--- config.mk ---
export PLATFORM = sky130hd
export DESIGN_NAME = fft_frame_sequencer
export DESIGN_NICKNAME = d
export VERILOG_FILES = /design/src/rtl/fft_frame_sequencer.sv
export SDC_FILE = /design/constraint.sdc
export NUM_CORES = 1
export LEC_CHECK = 0
export ABC_AREA = 1
export BUFFER_PORTS_ARGS = -buffer_cell sky130_fd_sc_hd__buf_2
export CAP_MARGIN = 15
export CORE_MARGIN = 2
export CORE_UTILIZATION = 45
export DETAILED_ROUTE_END_ITERATION = 7
export PLACE_DENSITY = 0.7
export REMOVE_ABC_BUFFERS = 1
export SLEW_MARGIN = 30
export SYNTH_ARGS = -nofsm -noshare
export SYNTH_HDL_FRONTEND = slang
export SYNTH_SLANG_ARGS = --single-unit
--- constraint.sdc ---
create_clock -name clk -period 3.3 [get_ports clk]
set_input_delay 0.165 -clock clk [delete_from_list [all_inputs] [get_ports clk]]
set_output_delay 0.165 -clock clk [all_outputs]
set_load 0.01 [all_outputs]
--- src/rtl/fft_frame_sequencer.sv ---
// fft_frame_sequencer
// Cuts the free-running NCO sample stream into N-point frames for the FFT
// sink (valid/sop/eop with ready backpressure), then watches the FFT source
// for the matching output frame and counts completed frames. Overflow and
// output framing problems are latched into sticky error flags.
module fft_frame_sequencer #(
    parameter int DATA_W       = 14,
    parameter int FFT_LEN_LOG2 = 10,
    parameter int CNT_W        = 16
) (
    input  logic              clk,
    input  logic              reset,
    input  logic              enable,
    input  logic              in_valid,
    input  logic [DATA_W-1:0] in_data,
    input  logic              sink_ready,
    output logic              sink_valid,
    output logic              sink_sop,
    output logic              sink_eop,
    output logic [DATA_W-1:0] sink_real,
    output logic [DATA_W-1:0] sink_imag,
    output logic              sink_inverse,
    input  logic              source_valid,
    input  logic              source_sop,
    input  logic              source_eop,
    output logic              source_ready,
    output logic              busy,
    output logic              frame_done,
    output logic [CNT_W-1:0]  frame_count,
    output logic              err_overflow,
    output logic              err_frame
);

    // One spare bit on the output beat counter so over-long frames saturate
    // instead of aliasing back onto a legal length.
    localparam int BEAT_W = FFT_LEN_LOG2 + 1;
    localparam int N      = 1 << FFT_LEN_LOG2;
    localparam logic [BEAT_W-1:0]       LAST_BEAT = BEAT_W'(N - 1);
    localparam logic [BEAT_W-1:0]       BEAT_MAX  = {BEAT_W{1'b1}};
    localparam logic [FFT_LEN_LOG2-1:0] LAST_IDX  = {FFT_LEN_LOG2{1'b1}};

    typedef enum logic [1:0] {
        IDLE  = 2'd0,
        FEED  = 2'd1,
        DRAIN = 2'd2
    } state_t;

    state_t                  state_reg, state_next;
    logic [FFT_LEN_LOG2-1:0] idx_reg;
    logic                    sink_valid_reg;
    logic                    sink_sop_reg;
    logic                    sink_eop_reg;
    logic [DATA_W-1:0]       sink_real_reg;
    logic [BEAT_W-1:0]       beat_cnt_reg, beat_cnt_next;
    logic                    in_frame_reg, in_frame_next;
    logic                    frame_done_reg;
    logic [CNT_W-1:0]        frame_count_reg;
    logic                    err_overflow_reg;
    logic                    err_frame_reg;

    logic                    xfer;
    logic                    eop_pending;
    logic                    load;
    logic                    drop;
    logic                    src_beat;
    logic                    frame_end;
    logic                    frame_err_evt;
    logic [BEAT_W-1:0]       cur_beat;

    // Sink-side handshake qualifiers. Once the eop sample sits in the output
    // register nothing else is loaded, so the next frame always begins with a
    // clean sop after the source side has drained.
    assign xfer        = sink_valid_reg & sink_ready;
    assign eop_pending = sink_valid_reg & sink_eop_reg;
    assign load        = (state_reg == FEED) & in_valid
                         & (~sink_valid_reg | sink_ready) & ~eop_pending;
    assign drop        = (state_reg == FEED) & in_valid
                         & sink_valid_reg & ~sink_ready;
    assign src_beat    = (state_reg == DRAIN) & source_valid & source_ready;
    assign cur_beat    = source_sop ? '0 : beat_cnt_reg;

    // State register
    always_ff @(posedge clk) begin
        if (reset) begin
            state_reg <= IDLE;
        end else begin
            state_reg <= state_next;
        end
    end

    // Next-state logic: start on enable, drain after the eop beat leaves,
    // then either start another frame or park in IDLE.
    always_comb begin
        state_next = state_reg;
        case (state_reg)
            IDLE:    if (enable) state_next = FEED;
            FEED:    if (xfer && sink_eop_reg) state_next = DRAIN;
            DRAIN:   if (frame_end) state_next = enable ? FEED : IDLE;
            default: state_next = IDLE;
        endcase
    end

    // Output-frame tracking: position of each accepted source beat relative
    // to its sop, plus detection of every framing anomaly.
    always_comb begin
        beat_cnt_next = beat_cnt_reg;
        in_frame_next = in_frame_reg;
        frame_err_evt = 1'b0;
        frame_end     = 1'b0;
        if (src_beat) begin
            if (source_sop) begin
                if (in_frame_reg) frame_err_evt = 1'b1;
                in_frame_next = 1'b1;
                beat_cnt_next = BEAT_W'(1);
            end else if (in_frame_reg) begin
                if (beat_cnt_reg != BEAT_MAX) beat_cnt_next = beat_cnt_reg + BEAT_W'(1);
            end else begin
                frame_err_evt = 1'b1;
            end
            // An eop with no frame open has nothing to complete; it only flags.
            if (source_eop && (in_frame_reg || source_sop)) begin
                frame_end     = 1'b1;
                if (cur_beat != LAST_BEAT) frame_err_evt = 1'b1;
                in_frame_next = 1'b0;
                beat_cnt_next = '0;
            end
        end
    end

    // Sink output register and sample index: load on a free (or freeing)
    // register, empty after a transfer with nothing to replace it.
    always_ff @(posedge clk) begin
        if (reset) begin
            idx_reg        <= '0;
            sink_valid_reg <= 1'b0;
            sink_sop_reg   <= 1'b0;
            sink_eop_reg   <= 1'b0;
            sink_real_reg  <= '0;
        end else if (load) begin
            idx_reg        <= idx_reg + 1'b1;
            sink_valid_reg <= 1'b1;
            sink_sop_reg   <= (idx_reg == '0);
            sink_eop_reg   <= (idx_reg == LAST_IDX);
            sink_real_reg  <= in_data;
        end else if (xfer) begin
            sink_valid_reg <= 1'b0;
            sink_sop_reg   <= 1'b0;
            sink_eop_reg   <= 1'b0;
        end
    end

    // Source-side bookkeeping, completion pulse and frame counter.
    always_ff @(posedge clk) begin
        if (reset) begin
            beat_cnt_reg    <= '0;
            in_frame_reg    <= 1'b0;
            frame_done_reg  <= 1'b0;
            frame_count_reg <= '0;
        end else begin
            beat_cnt_reg   <= beat_cnt_next;
            in_frame_reg   <= in_frame_next;
            frame_done_reg <= frame_end;
            if (frame_end) frame_count_reg <= frame_count_reg + CNT_W'(1);
        end
    end

    // Sticky error flags, cleared only by reset.
    always_ff @(posedge clk) begin
        if (reset) begin
            err_overflow_reg <= 1'b0;
            err_frame_reg    <= 1'b0;
        end else begin
            if (drop) err_overflow_reg <= 1'b1;
            if (frame_err_evt) err_frame_reg <= 1'b1;
        end
    end

    assign sink_valid   = sink_valid_reg;
    assign sink_sop     = sink_sop_reg;
    assign sink_eop     = sink_eop_reg;
    assign sink_real    = sink_real_reg;
    assign sink_imag    = '0;
    assign sink_inverse = 1'b0;
    // The FFT source is never throttled; ready only drops while in reset.
    assign source_ready = ~reset;
    assign busy         = (state_reg != IDLE);
    assign frame_done   = frame_done_reg;
    assign frame_count  = frame_count_reg;
    assign err_overflow = err_overflow_reg;
    assign err_frame    = err_frame_reg;

endmodule

==> results of run 1 <==
metal layers:
| layer | global-route usage, % | routed length, µm |
|---|---|---|
| met5 | 0 | 0 |
| met4 | 8.112 | 90 |
| met3 | 4.076 | 264 |
| met2 | 28.58 | 3033 |
| met1 | 22.97 | 3186 |
logic make-up after synthesis:
group                      count (synthesis)  share of synthesized area (%)
adders and majority gates                  5                          2.000
DFF                                       60                          38.40
other                                      1                         0.1199
and+or+nand+nor                          220                          32.84
AOI/OAI and AO/OA                         76                          13.48
buffers and inverters                     80                          12.60
xor gates and xnor gates                   2                         0.5601
power breakdown:
part	internal [mW]	leakage, nW	switching, mW	total (mW)
logic	0.0527	0.925	0.0950	0.148
clock network	0.445	0.107	0.280	0.725
registers	0.746	0.486	0.0121	0.758
total	1.24	1.52	0.387	1.63
metrics by stage:
step                      instances  worst slack [ns]  util [%]
final                           586             1.571     53.35
after detailed placement        570             1.528     50.13
after global routing            586             1.410     53.35
after CTS                       586             1.582     53.35
after global placement          570             1.580     50.13
after floorplan                 430             1.765         -
layout make-up:
cell class              count  area, µm²  area share, %
clock buffers              12      145.1          4.026
clock inverters             4      72.57          2.013
flip-flops and latches     60       1201          33.32
inverters                  52      197.7          5.484
multi-input cells         318       1585          43.98
repair buffers             60      302.8          8.400
well taps                  80      100.1          2.777
how the worst max path moves through the flow:
stage,startpoint,endpoint,slack [ns],depth (start not counted)
2_1_floorplan,in_frame_reg,frame_count[11],1.76,8
3_3_place_gp,reset,source_ready,1.58,4
3_5_place_dp,source_sop,frame_count[11],1.53,9
4_1_cts,reset,source_ready,1.58,4
5_1_grt,beat_cnt_reg[0],beat_cnt_reg[3],1.41,9
6_report,beat_cnt_reg[0],beat_cnt_reg[3],1.57,9
critical path: stages (launching register included):
cell and delay, ns:
dfxtp_1 0.44, ha_1 0.25, nand2_2 0.08, clkinv_2 0.07, nand2_2 0.06, nor2_4 0.14
nand2_2 0.18, nand2_2 0.18, o21ai_0 0.09, a21oi_1 0.15
cells in the mapped netlist (all sizes together):
| library cell | n | share of area, % |
|---|---|---|
| a211oi | 1 | 0.24 |
| a21oi | 32 | 5.6 |
| a31o | 1 | 0.28 |
| a31oi | 6 | 1.2 |
| buf | 25 | 5.9 |
| clkbuf | 3 | 0.40 |
| clkinv | 4 | 0.56 |
| conb | 1 | 0.12 |
| dfxtp | 60 | 38 |
| ha | 5 | 2.0 |
| inv | 48 | 5.8 |
| nand2 | 88 | 11 |
| nand3 | 25 | 4.7 |
| nand3b | 1 | 0.24 |
| nand4 | 14 | 2.8 |
| nor2 | 83 | 12 |
| nor3 | 4 | 0.80 |
| nor3b | 3 | 0.88 |
| nor4 | 2 | 0.40 |
| o21a | 2 | 0.48 |
| o21ai | 31 | 5.0 |
| o21bai | 3 | 0.72 |
| xnor2 | 2 | 0.56 |
==> results by group, run 1 <==
Power
  – Final total power: 1.631 mW
  – Cell Pwr Density: 452.5 nW/µm²
  – IR drop worst, VDD: 0.0002843 V
  – Pleak: 1.517 nW

Clock tree
  – Longest Clk Path Bufs: 2
  – Clock Latency Late Sink: 0.33 ns
  – Post-CTS Setup Repair Bufs: 0
  – Cts hold-fix bufs: 0
  – Clock tree sinks: 60
  – CTS clk-pin slew, worst paths: 0.07 ns
  – Root buffer cell: clkbuf_8
  – Post-cts sizing count: 0
  – CTS tree: yes
  – H-tree depth: 3
  – CTS buffer count: 9

Timing
  – Hold Slack: 0.08139 ns
  – Setup TNS: 0 ns
  – Hold Fails Final Rpt: 0
  – Worst Clk Skew: 0.005857 ns
  – F_max: 0.5783 GHz
  – Slew of the pin with the lowest slew margin: 0.7326 ns
  – Final period utilization: 52.40%
  – Rel. slew slack: 51.11%
  – RSZ-0062 raised after global routing: no
  – Final Max Tran Viols: 0
  – Clock period minus final worst setup slack: 1.729 ns
  – Final setup viols: 0

GRT
  – Vias in the first global route: 2484
  – Largest net degree at the start of global routing: 27
  – Remaining Overflow, GRT: 0
  – First-pass GRT wire length: 10940 µm
  – Global Route Usage Sum: 17.92%
  – Antenna violations before repair: 0

Routing
  – DRC violations left: 0
  – Total wire length: 6575 µm
  – DRT iter0 DRCs: 134
  – Vias/cell: 4.959
  – Post-DRT Antenna Nets: 0
  – Vias: 2906
  – Pre-antenna DRT Iters: 6
  – WL/cell: 11.22 µm

Setup path
  – Cells on worst reg2reg path: 9
  – Worst R2R End: beat_cnt_reg[3]
  – FF-to-FF Start: beat_cnt_reg[0]
  – Crit path capture type: flip-flop
  – Required @ worst endpoint: 3.56 ns
  – Worst Path Max Fanout: 12
  – CP Launch Type: flip-flop
  – CP arrival: 1.99 ns
  – Reg2Reg Setup Slack: 1.57 ns
  – WS Path Type: reg2reg

Placement
  – IO buf count: 59
  – DP HPWL: 4780 µm
  – Area after DPL: 3387 µm²
  – Global placer's final weighted congestion: 0.8680

Floorplan
  – Die Y: 87.38 µm
  – Core area: 6756 µm²
  – Initial Util: 46.30%
  – Row count: 30
  – Die width: 87.38 µm
  – Ports: 75
  – DIE AREA: 7634 µm²

Synthesis
  – Synthesized instance count: 444
  – Mapped Area: 3128 µm²
  – Register area share after synthesis: 38.40%
  – Syn avg cell area: 7.045 µm²
  – Yosys warnings: 0
  – Synth unique cells: 38
  – Seq cells post-synth: 60

Finish
  – Max reg flops: 16
  – Fin area: 3605 µm²
  – Commonest non-fill, non-tap cells in the layout: nand2_1, nor2_1, dfxtp_1
  – Share of post-route cells with drive strength above 1: 21.34%
  – Commonest non-fill, non-tap cell in the layout: nand2_1
  – ANT cells: 0
  – Number of nets in the layout: 528
  – FILL cells: 650
  – Layout area overhead: 15.24%

Min path
  – Min-Delay Path Class: in2reg
  – Cell depth of the worst hold path: 3
  – HP Start: in_data[13]
  – Hold path endpoint: sink_real[13]

Status
  – Status: complete, no violations

Job
  – Maxcap violations: 0
Note: power is estimated with default switching activity, not from simulation.
==> run 2: changes to the inputs <==
--- a/config.mk
+++ b/config.mk
@@ -11,7 +11,7 @@
 export CORE_MARGIN = 2
 export CORE_UTILIZATION = 45
 export DETAILED_ROUTE_END_ITERATION = 7
-export PLACE_DENSITY = 0.7
+export PLACE_DENSITY = 0.73
 export REMOVE_ABC_BUFFERS = 1
 export SLEW_MARGIN = 30
 export SYNTH_ARGS = -nofsm -noshare
==> constraint.sdc (replaced) <==
create_clock -name clk -period 1.4 [get_ports clk]
set_input_delay 0.07 -clock clk [delete_from_list [all_inputs] [get_ports clk]]
set_output_delay 0.07 -clock clk [all_outputs]
set_load 0.01 [all_outputs]
==> results by group, run 2 (synthesis gave the netlist of run 1 again) <==
Finish
  – Commonest non-fill, non-tap cell in the layout: nand2_1 (unchanged)
  – Number of nets in the layout: 590 (was 528)
  – ANT cells: 0 (unchanged)
  – Commonest non-fill, non-tap cells in the layout: nand2_1, nor2_1, buf_2 (was nand2_1, nor2_1, dfxtp_1)
  – FILL cells: 555 (was 650)
  – Layout area overhead: 35.84% (was 15.24%)
  – Seq. cell area: 1211 µm² (was 1201 µm²)
  – Share of post-route cells with drive strength above 1: 33.10% (was 21.34%)
  – Max reg flops: 16 (unchanged)
  – Post-layout util: 62.89% (was 53.35%)
  – Multi-input logic area: 1729 µm² (was 1585 µm²)

Routing
  – Vias/cell: 5.080 (was 4.959)
  – Pre-antenna DRT Iters: 5 (was 6)
  – Vias: 3292 (was 2906)
  – Post-DRT Antenna Nets: 0 (unchanged)
  – WL/cell: 13.03 µm (was 11.22 µm)
  – Total wire length: 8445 µm (was 6575 µm)
  – DRC violations left: 0 (unchanged)
  – DRT iter0 DRCs: 127 (was 134)

Placement
  – Global placer's final weighted congestion: 0.9440 (was 0.8680)
  – DP HPWL: 5507 µm (was 4780 µm)
  – IO buf count: 59 (unchanged)

Timing
  – Worst Clk Skew: 0.009113 ns (was 0.005857 ns)
  – Worst setup margin: -0.03590 ns (was 1.571 ns)
  – RSZ-0062 raised after global routing: yes (was no)
  – Hold Slack: -0.02662 ns (was 0.08139 ns)
  – Final Max Tran Viols: 0 (unchanged)
  – Final setup viols: 4 (was 0)
  – Clock period minus final worst setup slack: 1.436 ns (was 1.729 ns)
  – Final period utilization: 102.6% (was 52.40%)
  – Hold Fails Final Rpt: 1 (was 0)
  – F_max: 0.6964 GHz (was 0.5783 GHz)

Status
  – Failing checks: negative hold slack, negative setup slack
  – Status: complete, but fails checks (was complete, no violations)

GRT
  – Largest net degree at the start of global routing: 25 (was 27)
  – Top Usage Layer GRT: met2 (unchanged)
  – Global Route Usage Sum: 20.74% (was 17.92%)
  – Met2 Use GR: 33.75% (was 28.58%)
  – First-pass GRT wire length: 12560 µm (was 10940 µm)
  – GRT met3 Usage: 4.171% (was 4.076%)
  – Antenna violations before repair: 0 (unchanged)
  – Remaining Overflow, GRT: 0 (unchanged)
  – Vias in the first global route: 2865 (was 2484)
  – Met1 GRT Util: 26.61% (was 22.97%)

Min path
  – Min-Delay Path Class: in2reg (unchanged)
  – HP Start: in_data[2] (was in_data[13])
  – Cell depth of the worst hold path: 3 (unchanged)

Setup path
  – Crit. path cell count: 9 (unchanged)
  – Buf+Inv Stages, Crit Path: 3 (was 1)
  – Slowest-stage cell, CP: dfxtp_2 (was dfxtp_1)
  – Cells along the critical path: inv_2 > ha_4 > nor2_4 > buf_4 > nor2_4 > inv_2 > a21oi_2 > o21ai_0 > a21oi_1 (was ha_1 > nand2_2 > clkinv_2 > nand2_2 > nor2_4 > nand2_2 > nand2_2 > o21ai_0 > a21oi_1)
  – Slowest stage delay, CP: 0.32 ns (was 0.44 ns)
  – Crit path capture type: flip-flop (unchanged)
  – Worst Path Max Fanout: 7 (was 12)
  – FF-to-FF Start: in_frame_reg (was beat_cnt_reg[0])
  – WS Path Type: reg2reg (unchanged)
  – CP arrival: 1.72 ns (was 1.99 ns)
  – Top Family by Delay on Critical Path: compound AO/OA/AOI/OAI gates (was simple AND/OR/NAND/NOR gates)
  – Cells on worst reg2reg path: 9 (unchanged)
  – CP Launch Type: flip-flop (unchanged)
  – Worst Setup SP: in_frame_reg (was beat_cnt_reg[0])
  – Required @ worst endpoint: 1.68 ns (was 3.56 ns)

Power
  – IR drop worst, VDD: 0.0004529 V (was 0.0002843 V)
  – Cell Pwr Density: 867.9 nW/µm² (was 452.5 nW/µm²)
  – Final total power: 3.688 mW (was 1.631 mW)
  – Pleak: 1.875 nW (was 1.517 nW)

Floorplan
  – Row count: 30 (unchanged)
  – DIE AREA: 7634 µm² (unchanged)
  – Die Y: 87.38 µm (unchanged)
  – Core area: 6756 µm² (unchanged)
  – Initial Util: 46.30% (unchanged)
  – Die width: 87.38 µm (unchanged)
  – Ports: 75 (unchanged)

Clock tree
  – Clock tree sinks: 60 (unchanged)
  – Longest Clk Path Bufs: 2 (unchanged)
  – Root buffer cell: clkbuf_8 (unchanged)
  – CTS buffer count: 9 (unchanged)
  – CTS tree: yes (unchanged)
  – H-tree depth: 3 (unchanged)
  – Clock Latency Late Sink: 0.35 ns (was 0.33 ns)
  – CTS clk-pin slew, worst paths: 0.07 ns (about the same)

Job
  – Maxcap violations: 0 (unchanged)
## run 2: cell types whose count changed in the layout (fill, tap and decap cells not counted), moves of 6 or more
cell	before	now
buf_4	1	44
dfxtp_1	60	52
dfxtp_2	0	8
dlygate4sd3_1	0	13
nand2_4	0	6
o21ai_0	26	20
## run 2: cell type report
cell class                 count  share of cell area, %
clock buffer                  10                  3.239
clock inverter                 6                 0.9128
inverter                      52                  4.711
multi-input combinational    318                  40.69
sequential                    60                  28.50
tap                           80                  2.356
timing repair buffer         122                  19.58
## run 2: metrics by stage
step	cells	instance area [µm²]	TNS (ns)	hold WS (ns)	setup slack (ns)
3_3_place_gp	611	3707	-0.6042	0.3185	-0.04508
6_report	648	4249	-0.1005	-0.02662	-0.03590
5_1_grt	648	4249	-1.224	0.008165	-0.1166
2_1_floorplan	430	2984	-0.9808	0.1391	-0.1354
3_5_place_dp	611	3707	-2.351	0.3270	-0.1378
4_1_cts	641	4080	-0.02345	0.002821	-0.01095
## run 2: final timing paths
kind                     end  slack, ns
max          beat_cnt_reg[3]      -0.04
min             sink_real[2]      -0.03
max reg2reg  beat_cnt_reg[3]      -0.04
min reg2reg     sink_real[7]       0.48
## run 2: repair_timing
action	CTS	global route
setup buffers	1	7
hold endpoints to repair	13	0
resized for setup	17	40
endpoints found under the setup margin	35	46
hold buffers	13	0
pin swaps	7	17
## run 2: worst min-delay path: stages
cell,delay [ns]
buf_2,0.07
o21ai_1,0.07
nor2_1,0.08
## run 2: power by group
part | switching [mW] | internal [mW]
registers | 0.0302 | 1.76
clock network | 0.733 | 0.685
logic | 0.272 | 0.207
total | 1.04 | 2.65
## run 2: routing by layer
layer,share of wire (%),up-vias,wire [µm]
met4,2.0,0,173
met2,50,86,4182
li1,-,1649,-
met3,4.4,16,373
met1,44,1541,3716
met5,0,-,0
